**src/rtl/ccr_pkg.sv**
```systemverilog
// ---------------------------------------------------------------------------
// ccr_pkg
// Shared definitions for the condition-code register (CCR) controller and for
// the Execute/ALU decode that produces its inputs.
//   FW                 : flag width (Z, N, C)
//   FLAG_Z/FLAG_N/FLAG_C: bit positions of each flag inside the CCR
//   br_cond_e          : conditional-jump condition encodings
// ---------------------------------------------------------------------------
package ccr_pkg;

  localparam int FW = 3;

  localparam int FLAG_Z = 0;
  localparam int FLAG_N = 1;
  localparam int FLAG_C = 2;

  typedef enum logic [1:0] {
    BR_JZ  = 2'b00,
    BR_JN  = 2'b01,
    BR_JC  = 2'b10,
    BR_JMP = 2'b11
  } br_cond_e;

endpackage : ccr_pkg

```
**src/rtl/ccr_controller_stack.sv**
```systemverilog
// ---------------------------------------------------------------------------
// flag_shadow_stack
// DEPTH x FW LIFO holding saved condition codes across nested interrupts.
// Push while full and pop while empty are ignored here; the caller decides
// what those events mean.
//   clk, rst_n : clock, asynchronous active-low reset (empties the stack)
//   push_i     : write data_i on top
//   pop_i      : remove the top entry
//   data_i     : value to push
//   top_o      : current top entry (valid when !empty_o)
//   full_o     : occupancy == DEPTH
//   empty_o    : occupancy == 0
//   depth_o    : occupancy
// ---------------------------------------------------------------------------
module flag_shadow_stack #(
  parameter int DEPTH = 4,
  parameter int FW    = 3,
  localparam int DW   = $clog2(DEPTH + 1),
  localparam int AW   = (DEPTH > 1) ? $clog2(DEPTH) : 1
) (
  input  logic          clk,
  input  logic          rst_n,
  input  logic          push_i,
  input  logic          pop_i,
  input  logic [FW-1:0] data_i,
  output logic [FW-1:0] top_o,
  output logic          full_o,
  output logic          empty_o,
  output logic [DW-1:0] depth_o
);

  logic [FW-1:0] mem_q [DEPTH];
  logic [DW-1:0] depth_q;
  logic [DW-1:0] depth_m1;
  logic [AW-1:0] wr_idx;
  logic [AW-1:0] rd_idx;
  logic          do_push;
  logic          do_pop;

  assign full_o   = (depth_q == DW'(DEPTH));
  assign empty_o  = (depth_q == '0);
  assign depth_o  = depth_q;
  assign do_push  = push_i & ~full_o;
  assign do_pop   = pop_i & ~empty_o & ~push_i;
  assign depth_m1 = depth_q - DW'(1);
  assign wr_idx   = depth_q[AW-1:0];
  assign rd_idx   = depth_m1[AW-1:0];
  assign top_o    = mem_q[rd_idx];

  // NOTE: occupancy is the only thing reset has to clear; the storage array is
  // left unreset because an empty stack never exposes its stale contents.
  always_ff @(posedge clk or negedge rst_n) begin
    if (!rst_n) begin
      depth_q <= '0;
    end else if (do_push) begin
      depth_q <= depth_q + DW'(1);
    end else if (do_pop) begin
      depth_q <= depth_m1;
    end
  end

  always_ff @(posedge clk) begin
    if (do_push) begin
      mem_q[wr_idx] <= data_i;
    end
  end

endmodule : flag_shadow_stack

```
**src/rtl/ccr_controller.sv**
```systemverilog
// ---------------------------------------------------------------------------
// ccr_controller
// Owns the condition-code register next to Execute: masked ALU flag writes,
// SETC/CLRC, conditional-jump resolution (a taken JZ/JN/JC clears the tested
// flag), and save/restore of the flags through a shadow stack on interrupt
// entry / RTI.
//   clk, rst_n      : clock, asynchronous active-low reset
//   stall_i         : hold all state, suppress branch_taken_o
//   alu_flag_i      : ALU flags this cycle
//   flag_we_i       : per-bit write mask for alu_flag_i
//   setc_i, clrc_i  : set / clear C (set wins)
//   br_check_i      : jump in Execute
//   br_cond_i       : JZ / JN / JC / JMP
//   int_save_i      : interrupt entry, push merged flags
//   rti_restore_i   : RTI, pop flags
//   flags_o         : registered CCR
//   branch_taken_o  : combinational jump decision from registered flags
//   depth_o         : shadow-stack occupancy
//   ovf_err_o       : sticky, push while full
//   udf_err_o       : sticky, pop while empty
// ---------------------------------------------------------------------------
module ccr_controller #(
  parameter int DEPTH = 4,
  parameter int FW    = ccr_pkg::FW,
  localparam int DW   = $clog2(DEPTH + 1)
) (
  input  logic          clk,
  input  logic          rst_n,
  input  logic          stall_i,
  input  logic [FW-1:0] alu_flag_i,
  input  logic [FW-1:0] flag_we_i,
  input  logic          setc_i,
  input  logic          clrc_i,
  input  logic          br_check_i,
  input  logic [1:0]    br_cond_i,
  input  logic          int_save_i,
  input  logic          rti_restore_i,
  output logic [FW-1:0] flags_o,
  output logic          branch_taken_o,
  output logic [DW-1:0] depth_o,
  output logic          ovf_err_o,
  output logic          udf_err_o
);

  import ccr_pkg::*;

  logic [FW-1:0] flags_q, flags_d;
  logic [FW-1:0] merged;
  logic [FW-1:0] clr_mask;
  logic [FW-1:0] stk_top;
  logic          stk_full, stk_empty;
  logic          tested;
  logic          taken;
  logic          save_ev, rti_ev;
  logic          ovf_q, udf_q;
  br_cond_e      cond;

  assign cond = br_cond_e'(br_cond_i);

  // NOTE: every combinational output gets a default before the case so no
  // path through the block leaves it unassigned (which would infer a latch).
  always_comb begin
    tested   = 1'b1;
    clr_mask = '0;
    unique case (cond)
      BR_JZ: begin
        tested           = flags_q[FLAG_Z];
        clr_mask[FLAG_Z] = 1'b1;
      end
      BR_JN: begin
        tested           = flags_q[FLAG_N];
        clr_mask[FLAG_N] = 1'b1;
      end
      BR_JC: begin
        tested           = flags_q[FLAG_C];
        clr_mask[FLAG_C] = 1'b1;
      end
      BR_JMP: tested = 1'b1;
      default: tested = 1'b1;
    endcase
  end

  assign taken          = br_check_i & ~stall_i & tested;
  assign branch_taken_o = taken;

  // Merge order: masked ALU write, then SETC/CLRC, then taken-jump clear.
  always_comb begin
    merged = (alu_flag_i & flag_we_i) | (flags_q & ~flag_we_i);
    if (setc_i) begin
      merged[FLAG_C] = 1'b1;
    end else if (clrc_i) begin
      merged[FLAG_C] = 1'b0;
    end
    if (taken) begin
      merged = merged & ~clr_mask;
    end
  end

  // Interrupt entry outranks RTI; an RTI in the same cycle is dropped.
  assign save_ev = int_save_i & ~stall_i;
  assign rti_ev  = rti_restore_i & ~int_save_i & ~stall_i;

  always_comb begin
    flags_d = flags_q;
    if (save_ev) begin
      flags_d = merged;
    end else if (rti_ev && !stk_empty) begin
      flags_d = stk_top;
    end else if (!stall_i) begin
      flags_d = merged;
    end
  end

  // NOTE: state registers use non-blocking assignments so every register
  // samples the pre-edge values, independent of statement order.
  always_ff @(posedge clk or negedge rst_n) begin
    if (!rst_n) begin
      flags_q <= '0;
      ovf_q   <= 1'b0;
      udf_q   <= 1'b0;
    end else begin
      flags_q <= flags_d;
      if (save_ev && stk_full) ovf_q <= 1'b1;
      if (rti_ev && stk_empty) udf_q <= 1'b1;
    end
  end

  flag_shadow_stack #(
    .DEPTH (DEPTH),
    .FW    (FW)
  ) u_stack (
    .clk     (clk),
    .rst_n   (rst_n),
    .push_i  (save_ev),
    .pop_i   (rti_ev),
    .data_i  (merged),
    .top_o   (stk_top),
    .full_o  (stk_full),
    .empty_o (stk_empty),
    .depth_o (depth_o)
  );

  assign flags_o   = flags_q;
  assign ovf_err_o = ovf_q;
  assign udf_err_o = udf_q;

endmodule : ccr_controller

```
**config.mk**
```make
export PLATFORM = sky130hd
export DESIGN_NAME = ccr_controller
export DESIGN_NICKNAME = d
export VERILOG_FILES = /design/src/rtl/ccr_pkg.sv /design/src/rtl/ccr_controller_stack.sv /design/src/rtl/ccr_controller.sv
export SDC_FILE = /design/constraint.sdc
export NUM_CORES = 1
export LEC_CHECK = 0
export CAP_MARGIN = 10
export CORE_UTILIZATION = 47
export DETAILED_ROUTE_END_ITERATION = 10
export GPL_ROUTABILITY_DRIVEN = 0
export GPL_TIMING_DRIVEN = 0
export PLACE_DENSITY = 0.77
export RECOVER_POWER = 50
export SLEW_MARGIN = 20
export SYNTH_ARGS = -nofsm -noshare
export SYNTH_HDL_FRONTEND = slang
export SYNTH_SLANG_ARGS = --single-unit
```
**constraint.sdc**
```tcl
create_clock -name clk -period 2 [get_ports clk]
set_clock_uncertainty 0.1 [all_clocks]
set_input_delay 0.2 -clock clk [delete_from_list [all_inputs] [get_ports clk]]
set_output_delay 0.2 -clock clk [all_outputs]
set_load 0.005 [all_outputs]
```
======== Word level (Yosys, flattened, before mapping) ========
Memory sizes are Yosys's and may differ from the RTL's.
Cells that the tools add are included.
word-level totals
  register bits after elaboration ......... 8
  bits in writable memories ............... 12
  input port bits ......................... 16
  output and inout port bits .............. 9
  word-level logic and storage cells ...... 52
  memories kept ........................... 1
memory list
  memory         words  width  rd ports  clocked after Yosys merged registers in  wr ports  RTL line                    source
  u_stack.mem_q  4      3      1         0                                        1         ccr_controller_stack.sv:32  logic [FW-1:0] mem_q [DEPTH];
operators by class
  $add $sub $neg .......................... 2
  equal/unequal tests ..................... 5
  mux-type cells .......................... 14
  bitwise gates (word level) .............. 19
  reduce and logical (&&, ||, !) cells .... 7
operators by type and width
  cell                                                  number
  2-to-1 mux 3 bit                                      6
  bitwise AND 3 bit                                     3
  bitwise AND 1 bit                                     8
  2-to-1 mux 1 bit                                      7
  NOT 3 bit                                             2
  NOT 1 bit                                             5
  equality test 2 bit (second input constant)           2
  case mux 1 bit (4 select lines)                       1
  adder 3 x 1 -> 3 bit (second input constant)          1
  equality test 3 bit (second input constant)           1
  logical AND 1 bit                                     3
  zero test 3 bit                                       1
  != test 3 x 1 -> 1 bit (second input constant)        1
  bitwise OR 3 bit                                      1
  subtractor 3 x 1 -> 3 bit (second input constant)     1
  equality test 2 x 1 -> 1 bit (second input constant)  1
  zero test 2 bit                                       1
  nonzero test 2 bit                                    1
  zero test 1 bit                                       1

======== Logic depth before layout (Yosys ltp) ========
  word-level depth ........................ 10
  mapped depth ............................ 7
  gate-level depth less buffers ........... 6

======== Modules after synthesis ========
From an unflattened synthesis, not the netlist that was laid out.
second synthesis, totals
  cells, all modules ...................... 96
  area total of the unflattened synthesis .. 1153.6 um^2
modules (own cells, without submodules)
  module             instances  cells each  area an instance (um^2)  seq. area each (um^2)
  flag_shadow_stack  1          59          773.2                    435.4
  ccr_controller     1          37          380.4                    125.1

======== Worst setup path after synthesis ========
OpenSTA, ideal clock, no wires.
  path type ............................... register -> register
  start point ............................. register u_stack.depth_q[0] (netlist: u_stack.depth_o[0])
  end point ............................... register flags_q[0] (netlist: flags_o[0])
  setup time .............................. 0.126 ns
  arrival ................................. 1.645 ns
  path slack .............................. 0.129 ns
  cell stages (with the launch flop) ...... 7
  path buffers ............................ 1
  clock period less this slack ............ 1.871 ns
  cells stage by stage .................... dfrtp_1 -> buf_6 -> inv_1 -> ha_1 -> mux4_2 -> and3_1 -> a221o_1
on the way
  cells in the longest elaborated chain, start to end .. 5
  elaborated cells on any way between the ends .. 8
  classes of those cells .................. add/sub: 1; eq/ne: 1; mux: 2; reduce/logical: 3; memory: 1
RTL lines
  element                                                            RTL line                    source
  from (decl)                                                        ccr_controller_stack.sv:33  logic [DW-1:0] depth_q;
  from (signal assigned)                                             ccr_controller_stack.sv:56  depth_q <= depth_q + DW'(1);
  from (signal assigned)                                             ccr_controller_stack.sv:58  depth_q <= depth_m1;
  branches (longest 5 deep; another with subtractor 3 x 1 -> 3 bit)  -
  to (signal assigned)                                               ccr_controller.sv:122       flags_q <= flags_d;
  to (decl)                                                          ccr_controller.sv:47        logic [FW-1:0] flags_q, flags_d;
Several ways; the timed one is not identified.
A chain may end at the register's enable or synchronous reset.

======== Final worst setup path ========
Same ends and word-level chain as after synthesis.

==> summary.txt <==
Global routing
  • Vias in the first global route: 635
  • First-pass GRT wire length: 2720 um
  • Initial antenna violation count: 0
  • Largest net degree at the start of global routing: 12
  • Tot GR Track Use: 0.182
  • Grt total ovfl: 0

STA
  • Min Tclk post-route: 1.92 ns
  • Final period utilization: 0.958
  • Slew headroom: 0.702
  • Max Freq: 522 MHz
  • Final setup fails: 0
  • Least-Margin Pin Slew: 0.446 ns
  • Hold Vio Cnt, Final: 0
  • Slew Limit Fails: 0
  • Hold slack: 0.159 ns

Setup path
  • WS Path Type: flop to flop
  • Crit Reg-Reg Startpoint: u_stack.depth_o[0]$_DFFE_PN0P_
  • Worst r2r path cells: 6
  • CP max FO: 5
  • Worst-path cell chain: buf_6 > inv_1 > ha_4 > mux4_2 > and3_1 > a221o_1
  • Worst setup SP type: flop
  • Max stage delay on crit path: slightly above 0.4 ns
  • Crit path arrival time: ~2 ns
  • Slowest-stage cell, CP: dfrtp_1
  • RR Endpoint: flags_o[0]$_DFFE_PN0P_
  • Required @ worst endpoint: around 2.1 ns
  • Worst Setup End Kind: flop
  • Worst R2R Setup Slack: 0.08 ns

Yosys
  • Compound-gate portion of the synthesized area: 0.106
  • Synth async-reset ratio: 0.400
  • Post-synthesis net count: 95
  • Most instantiated cells after synthesis: edfxtp_1 (12), dfrtp_1 (8), ha_1 (5), inv_1 (5), and2_1 (4)
  • Synth Warn #: 0
  • Largest family of logic cells by synthesized area: simple AND/OR/NAND/NOR gates
  • Synth top area cells: edfxtp_1 (36%), dfrtp_1 (20%), mux4_2 (6.7%)
  • Post-Synth Simple-Gate Area: 0.113
  • Mean Syn Cell Area: roughly 14 sq um
  • XOR/XNOR Fraction of Synth Area: 0.0174
  • Post-Syn Instances: 74
  • Area leader, netlist: edfxtp_1
  • Adder-Cell Fraction of Synth Area: 0.0623
  • Most common cell in the netlist: edfxtp_1
  • Top FF cell, synth: edfxtp_1
  • #FFs+latches synth: 20
  • Sequential area share after synthesis: 0.558
  • Post-synthesis mux area share: 0.108
  • Post-synth EDFFs: 12
  • Mapped cell area: roughly 1000 sq um
  • Top cell type's share of synthesized area: 0.359
  • Yosys cell types: 29

Power and ir drop
  • Clk pwr share: 0.128
  • Combinational share of power: 0.460
  • Pwr dens: 1140 nW/um^2
  • Peak supply drop: 0.000797 V
  • Leak Pwr: between 0.5 and 0.6 nW
  • Switching share of power: 0.314
  • Cell Int Power: roughly 1.0 mW
  • Switching power total: 0.473 mW
  • Sequential share of power: 0.412

Finish
  • Final core occ: 0.666
  • Post-route cell area: 1320 sq um
  • Diodes inserted: 0
  • Final nets: 124
  • Fraction of layout cells with a size suffix above 1: 0.147
  • Fill count: 141
  • Area growth from synthesis to layout: 31.4%

Floorplan
  • Die H: a little under 50 um
  • Total die area: 2330 sq um
  • CORE AREA: about 2000 sq um
  • I/O pins: 25
  • Num rows: 16
  • Die width: 48.2 um
  • Starting Density: 0.507

Clock network
  • Clock sinks: 20
  • Latest clock arrival within the worst-skew pair: 0.30 ns
  • Clk pin slew, worst setup/hold paths: 0.10 ns
  • CTS tree: done
  • Max clock buf depth: 2
  • Root Buffer Master: clkbuf_4
  • Hold-fix buffers, CTS: 0
  • H-tree Lvls: 1
  • Num CTS Buffers: 3

Placed design
  • PortBufs: 23
  • DP Area: 1270 sq um
  • Dpl hpwl: 1420 um

Hold path
  • WHS Path Cells: 2
  • Hold path startpoint: stall_i
  • Hold EP: flags_o[1]$_DFFE_PN0P_
  • Worst min-delay path class: primary input to flop

Detailed routing
  • Routed wire length: ~1900 um
  • WL per Instance: roughly 15 um
  • First-pass DRT Iterations: 4
  • 1st-iter DRT viols: 9
  • Vias: 678
  • Drt drc: 0
  • Avg Vias per Cell: 5.26
  • Final antenna-violating net count: 0

Status
  • Run status: completed

Run
  • Max-cap violations: 0
-- flip-flops by register name (all words and copies together), names as in the netlist --
register and cells:
flags_o 3, ovf_err_o 1, u_stack.depth_o 3, u_stack.mem_q 12, udf_err_o 1
-- cells in the final DEF (no fill, tap or decap) --
cell type        netlist  final
clkbuf_4               0      3
mux4_2                 3      3
mux2_2                 1      1
a22o_1                 1      1
o21ai_0                2      2
edfxtp_1              12     12
a21oi_2                0      1
a21o_1                 1      1
clkdlybuf4s50_1        0     21
nor3b_1                1      1
nand2b_1               3      3
buf_6                  1      1
and3b_1                1      1
buf_4                  0      1
inv_1                  5      5
nor3b_2                1      1
ha_4                   0      1
nor4bb_1               1      1
and2_1                 4      3
a21oi_1                3      2
ha_1                   5      4
and2_2                 0      1
dlygate4sd3_1          0      2
buf_2                  1      1
a31o_2                 1      1
clkinv_1               0      1
nand2_1                2      2
o21bai_1               1      1
nor2_1                 3      3
a22oi_1                1      1
o311ai_0               1      1
xnor2_1                2      2
mux2i_1                3      3
and3_1                 2      2
a31oi_1                2      2
dfrtp_1                8      8
a221o_1                2      2
-- per-stage QoR --
| step | setup WS (ns) | setup TNS (ns) | cells | power [mW] |
|---|---|---|---|---|
| detailed placement | -0.0749 | -0.121 | 124 | 1.26 |
| finish | 0.0836 | 0 | 129 | 1.51 |
| CTS | 0.0176 | 0 | 129 | 1.47 |
| global placement | -0.0000333 | -0.0000333 | 124 | 1.23 |
| global route | -0.000987 | -0.000987 | 129 | 1.62 |
| floorplan | 0.129 | 0 | 74 | 0.991 |
-- critical path: cells and delay by family (launching register included) --
kind,cells,cell delay (ns)
AO/OA/AOI/OAI,1,0.27
AND/OR/NAND/NOR,1,0.20
adder cells (fa/ha/maj),1,0.25
flip-flops,1,0.41
buffers and inverters,2,0.29
multiplexers,1,0.29
-- worst max path at each step --
stage	start	slack, ns	endpoint
CTS	u_stack.depth_o[0]$_DFFE_PN0P_	0.02	flags_o[0]$_DFFE_PN0P_
detailed placement	u_stack.depth_o[0]$_DFFE_PN0P_	-0.07	flags_o[0]$_DFFE_PN0P_
global placement	u_stack.depth_o[0]$_DFFE_PN0P_	-0.00003	flags_o[0]$_DFFE_PN0P_
finish	u_stack.depth_o[0]$_DFFE_PN0P_	0.08	flags_o[0]$_DFFE_PN0P_
floorplan	u_stack.depth_o[0]$_DFFE_PN0P_	0.13	flags_o[0]$_DFFE_PN0P_
global route	u_stack.depth_o[0]$_DFFE_PN0P_	-0.001	flags_o[0]$_DFFE_PN0P_
-- logic make-up (layout without fill, tap and decap cells) --
family | count (synthesis) | after routing
simple gates | 18 | 18
mux | 7 | 7
xor+xnor | 2 | 2
buf+inv | 7 | 35
compound gates | 15 | 15
flops | 20 | 20
fa+ha+maj | 5 | 5
-- final cells by class --
cell class | instances | area (sq um) | share of cell area
Clock buffer | 3 | 22.5 | 0.0171
Clock inverter | 1 | 3.75 | 0.00284
Tap cell | 27 | 33.8 | 0.0256
Timing Repair Buffer | 24 | 238 | 0.180
Inverter | 5 | 18.8 | 0.0142
Multi-Input combinational cell | 47 | 427 | 0.323
Buffer | 2 | 16.3 | 0.0123
Sequential cell | 20 | 561 | 0.425
-- per-layer routing --
layer / vias up / wire [um] / global-route usage / share of wire
met3: 6 / 82 / 0.0333 / 0.043
met5: - / 0 / 0 / 0
met4: 0 / 60 / 0.128 / 0.031
li1: 336 / - / - / -
met2: 25 / 901 / 0.296 / 0.47
met1: 311 / 875 / 0.217 / 0.46
-- what timing repair did --
| item | in CTS | in global routing |
|---|---|---|
| setup buffers | 1 | 0 |
| endpoints found under the setup margin | 11 | 11 |
| pin swaps | 0 | 0 |
| resized for setup | 1 | 3 |
-- power by group through the flow --
stage	clock [mW]	combinational [mW]	sequential (mW)
floorplan	0	0.363	0.628
global placement	0	0.603	0.629
detailed placement	0	0.625	0.634
CTS	0.195	0.659	0.618
global route	0.215	0.765	0.638
finish	0.193	0.693	0.621
Power figures use the tool's default switching activity.
